$ cat config.mk
export PLATFORM = sky130hd
export DESIGN_NAME = window_dispatcher_flat
export DESIGN_NICKNAME = d
export VERILOG_FILES = /design/src/rtl/window_dispatcher_if.sv /design/src/rtl/window_dispatcher.sv /design/src/flat_wrapper.sv
export SDC_FILE = /design/constraint.sdc
export NUM_CORES = 1
export LEC_CHECK = 0
export ABC_CLOCK_PERIOD_IN_PS = 2200
export CAP_MARGIN = 30
export CORE_ASPECT_RATIO = 1.1
export CORE_MARGIN = 2
export CORE_UTILIZATION = 49
export CTS_CLUSTER_DIAMETER = 120
export DETAILED_ROUTE_END_ITERATION = 10
export HOLD_SLACK_MARGIN = 0.03
export PLACE_DENSITY_LB_ADDON = 0.15
export SLEW_MARGIN = 20
export SYNTH_ARGS = -nofsm -noshare
export SYNTH_HDL_FRONTEND = slang
export SYNTH_SLANG_ARGS = --single-unit
$ cat constraint.sdc
create_clock -name clk -period 2.2 [get_ports clk]
set_input_delay 0.22 -clock clk [delete_from_list [all_inputs] [get_ports clk]]
set_output_delay 0.22 -clock clk [all_outputs]
set_load 0.01 [all_outputs]
$ cat src/rtl/window_dispatcher_if.sv
// Window dispatcher bus.
// Carries the serial pixel input handshake, the issued-window output
// (data, destination select, valid, last), the per-destination ready vector
// and the transferred-window counter.
//   master : the dispatcher side (accepts pixels, issues windows)
//   slave  : the pixel source plus the destination fabric
interface window_dispatcher_if #(
  parameter int array_size = 9,
  parameter int data_size  = 8,
  parameter int cnt_width  = 16
);
  logic [data_size-1:0]            in_data;
  logic                            in_valid;
  logic                            in_last;
  logic                            in_ready;
  logic [data_size*array_size-1:0] win_data;
  logic [1:0]                      win_sel;
  logic                            win_valid;
  logic                            win_last;
  logic [3:0]                      dest_ready;
  logic [cnt_width-1:0]            win_count;

  modport master (
    input  in_data, in_valid, in_last, dest_ready,
    output in_ready, win_data, win_sel, win_valid, win_last, win_count
  );

  modport slave (
    output in_data, in_valid, in_last, dest_ready,
    input  in_ready, win_data, win_sel, win_valid, win_last, win_count
  );
endinterface

$ cat src/rtl/window_dispatcher.sv
// window_dispatcher
// Upstream stage of demux_array. Collects a serial stream of data_size-bit
// pixels into an array_size-element window, then issues the window with a
// 2-bit destination select to one of four PE groups, chosen round-robin.
// The window is held until the selected destination is ready. There is only
// one window buffer, so no pixels are accepted while a window is pending.
// Ports:
//   clk    : system clock, rising edge
//   rst_n  : asynchronous active-low reset
//   bus    : window_dispatcher_if.master
//            in_data/in_valid/in_last/in_ready : pixel input handshake
//            win_data/win_sel/win_valid/win_last : issued window
//            dest_ready : per-destination ready, only dest_ready[win_sel] used
//            win_count  : windows transferred since reset (wraps)
module window_dispatcher #(
  parameter int array_size = 9,
  parameter int data_size  = 8,
  parameter int cnt_width  = 16
) (
  input  logic                 clk,
  input  logic                 rst_n,
  window_dispatcher_if.master  bus
);

  localparam int idx_w = (array_size > 1) ? $clog2(array_size + 1) : 1;

  typedef logic [idx_w-1:0] idx_t;
  typedef enum logic {FILL, ISSUE} state_t;

  localparam idx_t last_idx = idx_t'(array_size - 1);

  state_t                          state;
  idx_t                            idx;
  logic                            run;
  logic [data_size*array_size-1:0] win_data_q;
  logic [1:0]                      sel_q;
  logic                            valid_q;
  logic                            last_q;
  logic [cnt_width-1:0]            count_q;
  logic                            in_ready;
  logic                            accept;
  logic                            transfer;

  // run holds in_ready low while in reset and drops it only until the first
  // clock edge after release; beyond that in_ready is a pure state decode.
  assign in_ready = run && (state == FILL);
  assign accept   = bus.in_valid && in_ready;
  assign transfer = valid_q && bus.dest_ready[sel_q];

  // NOTE: every register here uses <= so that all of them see the pre-edge
  // values of each other; blocking = would make results order-dependent.
  always_ff @(posedge clk or negedge rst_n) begin
    if (!rst_n) begin
      state      <= FILL;
      idx        <= '0;
      run        <= 1'b0;
      // NOTE: the window buffer is reset (not left undefined) because short
      // frames rely on the unwritten slots reading as zero.
      win_data_q <= '0;
      sel_q      <= '0;
      valid_q    <= 1'b0;
      last_q     <= 1'b0;
      count_q    <= '0;
    end else begin
      run <= 1'b1;
      unique case (state)
        FILL: begin
          if (accept) begin
            for (int k = 0; k < array_size; k++) begin
              if (idx == idx_t'(k)) begin
                win_data_q[k*data_size +: data_size] <= bus.in_data;
              end
            end
            idx <= idx + idx_t'(1);
            // The window closes on the final slot or on an early frame end.
            if (idx == last_idx || bus.in_last) begin
              state   <= ISSUE;
              valid_q <= 1'b1;
              last_q  <= bus.in_last;
            end
          end
        end
        ISSUE: begin
          if (transfer) begin
            state      <= FILL;
            idx        <= '0;
            valid_q    <= 1'b0;
            win_data_q <= '0;
            count_q    <= count_q + cnt_width'(1);
            // A frame end restarts the round-robin at destination 0.
            sel_q      <= last_q ? 2'd0 : sel_q + 2'd1;
            last_q     <= 1'b0;
          end
        end
        default: state <= FILL;
      endcase
    end
  end

  assign bus.in_ready  = in_ready;
  assign bus.win_data  = win_data_q;
  assign bus.win_sel   = sel_q;
  assign bus.win_valid = valid_q;
  assign bus.win_last  = last_q;
  assign bus.win_count = count_q;

endmodule

$ cat src/flat_wrapper.sv
// flat-port wrapper written by rule: the top's interface ports become plain ports
module window_dispatcher_flat 
#(
  parameter int array_size = 9,
  parameter int data_size  = 8,
  parameter int cnt_width  = 16
)
  (clk, rst_n, bus_in_data, bus_in_valid, bus_in_last, bus_dest_ready, bus_in_ready, bus_win_data, bus_win_sel, bus_win_valid, bus_win_last, bus_win_count);
  window_dispatcher_if #(.array_size(array_size), .data_size(data_size), .cnt_width(cnt_width)) bus_i ();
  input  logic clk;
  input  logic rst_n;
  input wire logic [$bits(bus_i.in_data)-1:0] bus_in_data;
  input wire logic [$bits(bus_i.in_valid)-1:0] bus_in_valid;
  input wire logic [$bits(bus_i.in_last)-1:0] bus_in_last;
  input wire logic [$bits(bus_i.dest_ready)-1:0] bus_dest_ready;
  output wire logic [$bits(bus_i.in_ready)-1:0] bus_in_ready;
  output wire logic [$bits(bus_i.win_data)-1:0] bus_win_data;
  output wire logic [$bits(bus_i.win_sel)-1:0] bus_win_sel;
  output wire logic [$bits(bus_i.win_valid)-1:0] bus_win_valid;
  output wire logic [$bits(bus_i.win_last)-1:0] bus_win_last;
  output wire logic [$bits(bus_i.win_count)-1:0] bus_win_count;
  assign bus_i.in_data = bus_in_data;
  assign bus_i.in_valid = bus_in_valid;
  assign bus_i.in_last = bus_in_last;
  assign bus_i.dest_ready = bus_dest_ready;
  assign bus_in_ready = bus_i.in_ready;
  assign bus_win_data = bus_i.win_data;
  assign bus_win_sel = bus_i.win_sel;
  assign bus_win_valid = bus_i.win_valid;
  assign bus_win_last = bus_i.win_last;
  assign bus_win_count = bus_i.win_count;
  window_dispatcher #(.array_size(array_size), .data_size(data_size), .cnt_width(cnt_width)) u_core (.clk(clk), .rst_n(rst_n), .bus(bus_i));
endmodule
* After elaboration in Yosys (flattened, before gate mapping)
Cells that the tools add are included.
** Storage, ports and cells
- Word-level logic and storage cells :: 87
- Register bits after elaboration :: 98
- Output and inout bits :: 93
- Input bits :: 16
** Operators by class
- Magnitude comparators :: 1
- Reductions and logical operators :: 17
- Bitwise logic cells :: 1
- Add/sub/neg operators :: 3
- Eq/ne operators :: 20
- Muxes and demuxes :: 29
** Operators with widths (count)
- 72-bit two-way mux :: 2
- 72-bit case mux with 2 select lines :: 1
- 8-bit two-way mux :: 9
- 3-bit AND reduction :: 10
- 2-bit != test (second input constant) :: 11
- 16-bit by 1-bit adder with 16-bit output (second input constant) :: 1
- 4-bit by 3-bit equality test with 1-bit output (second input constant) :: 4
- 1-bit two-way mux :: 9
- 4-bit by 2-bit equality test with 1-bit output (second input constant) :: 2
- 4-bit two-way mux :: 2
- 4-bit case mux with 2 select lines :: 1
- 1-bit case mux with 2 select lines :: 3
- 4-bit by 1-bit adder with 4-bit output (second input constant) :: 1
- 4-bit by 1-bit equality test with 1-bit output (second input constant) :: 1
- 4-bit equality test (second input constant) :: 1
- 4-bit zero test :: 1
- 2-bit AND reduction :: 2
- 1-bit logical AND :: 3
- 2-bit by 3-bit less-than comparator with 1-bit output (second input constant) :: 1
- 2-bit by 1-bit adder with 2-bit output (second input constant) :: 1
- 1-bit binary-select mux with 2-bit select :: 1
- 2-bit two-way mux :: 1
- 2-bit by 1-bit != test with 1-bit output (second input constant) :: 1
- 1-bit logical OR :: 1
- 1-bit inverter :: 1

* Logic depth before layout (Yosys ltp)
- Word-level depth :: 5
- Depth in mapped cells :: 7
- Mapped depth without buffers :: 6

* Least setup slack after synthesis
OpenSTA, ideal clock, no wires.
- Path kind :: flip-flop to flip-flop
- From :: reg u_core.sel_q[1], in the netlist u_core.bus.win_sel[1]
- To :: reg u_core.win_data_q[48], in the netlist u_core.bus.win_data[48]
- Data arrival time :: 1639 ps
- Period minus slack after synthesis :: 1764 ps
- Buffers on the path :: 2
- Data required time :: 2075 ps
- Stages on the path, launching flop included :: 7
- Slack :: 436 ps
- Path through :: dfrtp_1 > mux2i_1 > o22ai_2 > buf_6 > a21o_1 > buf_6 > mux2_4
** Between the ends
- Word-level cells in the longest chain between the ends :: 5
** Ends and longest elaborated chain
- from (decl) :: line window_dispatcher.sv:36 : logic [1:0] sel_q;
- from (signal assigned) :: line window_dispatcher.sv:91 : sel_q <= last_q ? 2'd0 : sel_q + 2'd1;
- 1-bit binary-select mux with 2-bit select :: line window_dispatcher.sv:48 : assign transfer = valid_q && bus.dest_ready[sel_q];
- 1-bit two-way mux (not written as such) :: line window_dispatcher.sv:48
- 1-bit logical AND :: line window_dispatcher.sv:48
- 2-bit != test (no line)
- 3-bit AND reduction (no line)
- to (signal, indexed assignment) :: line window_dispatcher.sv:71 : win_data_q[k*data_size +: data_size] <= bus.in_data;
- to (decl) :: line window_dispatcher.sv:35 : logic [data_size*array_size-1:0] win_data_q;
Every way passes these cells. The select of a mux whose other input is x is not followed.
A chain may end at the register's enable or synchronous reset.

* Worst setup path in the final report
- From :: reg u_core.sel_q[0], in the netlist u_core.bus.win_sel[0]
- To :: reg u_core.win_data_q[8], in the netlist u_core.bus.win_data[8]
The elaborated chain is that of the path after synthesis.

==> metrics.txt <==
outcome finished, final reports clean; Synth Net Count 389; CP Launch Type flip-flop; Comb power frac 44.0%; RSZ-0062 raised after global routing false; final worst path period need 1.865 ns; Synth Cell Area 0.004333 mm2; Reg2Reg Setup Slack 0.33 ns; Core Area 0.008496 mm2; die area 0.009612 mm2; Vias/cell 5.250; P_int 0.004935 W; clock power share 15.6%; top post-synthesis cells by count dfrtp_1, nand2_1, mux2_2, o21ai_0, nand3_1; GRT Overall Usage 22.11%; sw frac 34.02%; GP Congestion 0.8045; # clock sinks 98; global-route wire length before repair 16300 um; Mean Syn Cell Area 11.81 um2; Synth top area share 56.60%; cell taking the most area after synthesis dfrtp_1; via count 3145; slowest stage cell, crit path dfrtp_1; H-tree Lvls 3; Critical Setup Path Class reg -> reg; ys async rst share 100.0%; Post-layout nets 506; Synth area leaders dfrtp_1, mux2_2, nand2_1, o21ai_0, mux2_4; EDFF count, synth 0; Final Hold Viols 0; Wirelength per Cell 16.90 um; Worst VDD drop 0.6812 mV; vias in the first global route 3099; setup bufs post-CTS 0; CTS root buffer clkbuf_8; synthesis-to-layout area growth 33.47%; dominant cell by count in the synthesized netlist dfrtp_1; cell breakdown of the critical path nand3b_1, o22ai_2, a21o_2, mux2_2; TritonCTS clock tree done; antenna cells 0; Inserted Clock Buffers 9; post-cts sizing count 0; Flop pwr share 40.4%; DP Cell Count 583; Max-slew headroom 57.81%; Fmax achieved 536.1 MHz; Worst EP required 2.45 ns; r2r worst-path depth 4; I/O Pins 109; Cell Rows 35; post-layout util 68.07%; Min-Delay Path Class in -> async; Port Buffers 108; die width 93.66 um; Die H 102.6 um; clk_lat worst skew 0.36 ns; CP Capture Type flip-flop; initial antenna violation count 0; initial DRC count 141; total gr overflow 0; largest net degree at the start of global routing 48; Sw Pwr 0.002544 W; Final Max Tran Viols 0; Critical Path AT 2.11 ns; Least-Margin Pin Slew 0.6315 ns; # hold bufs at CTS 1; Static Leak 2.519 nW; total wire length 10120 um; Final period util 84.78%; ys flop type dfrtp_1; Final Non-Filler Cells 599; Seq/Total Area, Yosys 56.60%; post-DP HPWL 7010 um; count of cell types in the netlist 42; drt pass-1 iters 4; pwr dens 1293 mW/mm2; clock transition at the registers of the reported paths 0.09 ns; Initial Util 51.00%; Mapped Cells 367; max incr delay on CP 0.47 ns; worst-path fanout max 8; setup TNS 0 ns; Antenna Nets Post-Route 0; clock buffer depth 2; Yosys reg bits 98; residual DRC count 0; Clock Skew 0.009974 ns; endpoints failing setup 0; warnings from Yosys 0; share of cells above drive strength 1 17.42%; max_cap viols 0
-- registers in the layout, summed over array words and instances, names as in the netlist --
signal                count
u_core.state              1
u_core.bus.win_data      72
u_core.bus.win_sel        2
u_core.run                1
u_core.bus.win_count     16
u_core.bus.win_last       1
u_core.bus.win_valid      1
u_core.idx                4
-- cell usage in the layout, fill, tap and decap left out, types with 3 or more instances in the layout --
cell             netlist  routed
clkdlybuf4s50_1        0     107
dfrtp_1               98      98
nand2_1               62      62
mux2_2                32      32
o21ai_0               28      28
buf_4                  2      17
nand3_1               16      16
inv_1                 10      10
xor2_1                10      10
nor2b_1                9       9
clkbuf_8               0       9
o21ai_1                8       8
mux2_4                 8       8
nand4_1                6       6
nor3_1                 6       6
xnor2_1                6       6
ha_1                   6       6
mux2i_1                5       5
nor2_1                 5       5
a21o_1                 4       4
nor4b_4                3       3
a21o_2                 3       3
-- metal layers --
layer	share of wire [%]	GRT usage, %
met3	6.4	5.190
met1	45	31.08
met5	0	0
met2	47	34.09
met4	1.2	7.915
-- layout make-up --
type                            instances  area (um2)
Clock buffer                           10       127.6
Tap cell                              111       138.9
Fill cell                             647        2713
Sequential cell                        98        2452
Clock inverter                          5       65.06
Multi-Input combinational cell        238        1713
Inverter                               10       37.54
Timing Repair Buffer                  127        1249
-- worst paths after layout --
check                                               from                       end
worst max-delay path               u_core.bus.win_sel[0]    u_core.bus.win_data[8]
worst min-delay path                               rst_n     u_core.bus.win_sel[1]
worst max register to register     u_core.bus.win_sel[0]    u_core.bus.win_data[8]
worst min register to register  u_core.bus.win_count[15]  u_core.bus.win_count[15]
max in group asynchronous                          rst_n   u_core.bus.win_data[20]
min in group clk                u_core.bus.win_count[15]  u_core.bus.win_count[15]
-- cell families after synthesis --
| logic type | synth area share, % |
|---|---|
| flops | 56.60 |
| xor+xnor | 3.234 |
| other cells | 0.08655 |
| mux | 12.24 |
| simple gates | 15.30 |
| buf+inv | 3.898 |
| fa+ha+maj | 1.733 |
| compound gates | 6.902 |
-- power by group through the flow --
stage               clock network, W  logic (W)  registers, W
floorplan                          0    0.00135       0.00320
global route                 0.00126    0.00356       0.00311
finish                       0.00117    0.00329       0.00302
global placement                   0    0.00325       0.00304
detailed placement                 0    0.00332       0.00304
CTS                          0.00120    0.00333       0.00303
-- worst max-delay path, delay by kind of cell (launching register included) --
family           cells  cell delay [ns]
multiplexers         1             0.36
AND/OR/NAND/NOR      1             0.22
AO/OA/AOI/OAI        2             0.69
flip-flops           1             0.47
-- metrics by stage --
step                total power (W)  instance area [um2]  setup slack [ns]  hold slack (ns)
floorplan                  0.004556                 4333            0.4359         -0.07559
global placement           0.006284                 5580            0.2106           0.2696
detailed placement         0.006361                 5580            0.1652           0.2809
CTS                        0.007564                 5783            0.3287           0.4258
global route               0.007929                 5783            0.1684           0.4653
finish                     0.007480                 5783            0.3348           0.4079
(Power assumes the default switching activity.)
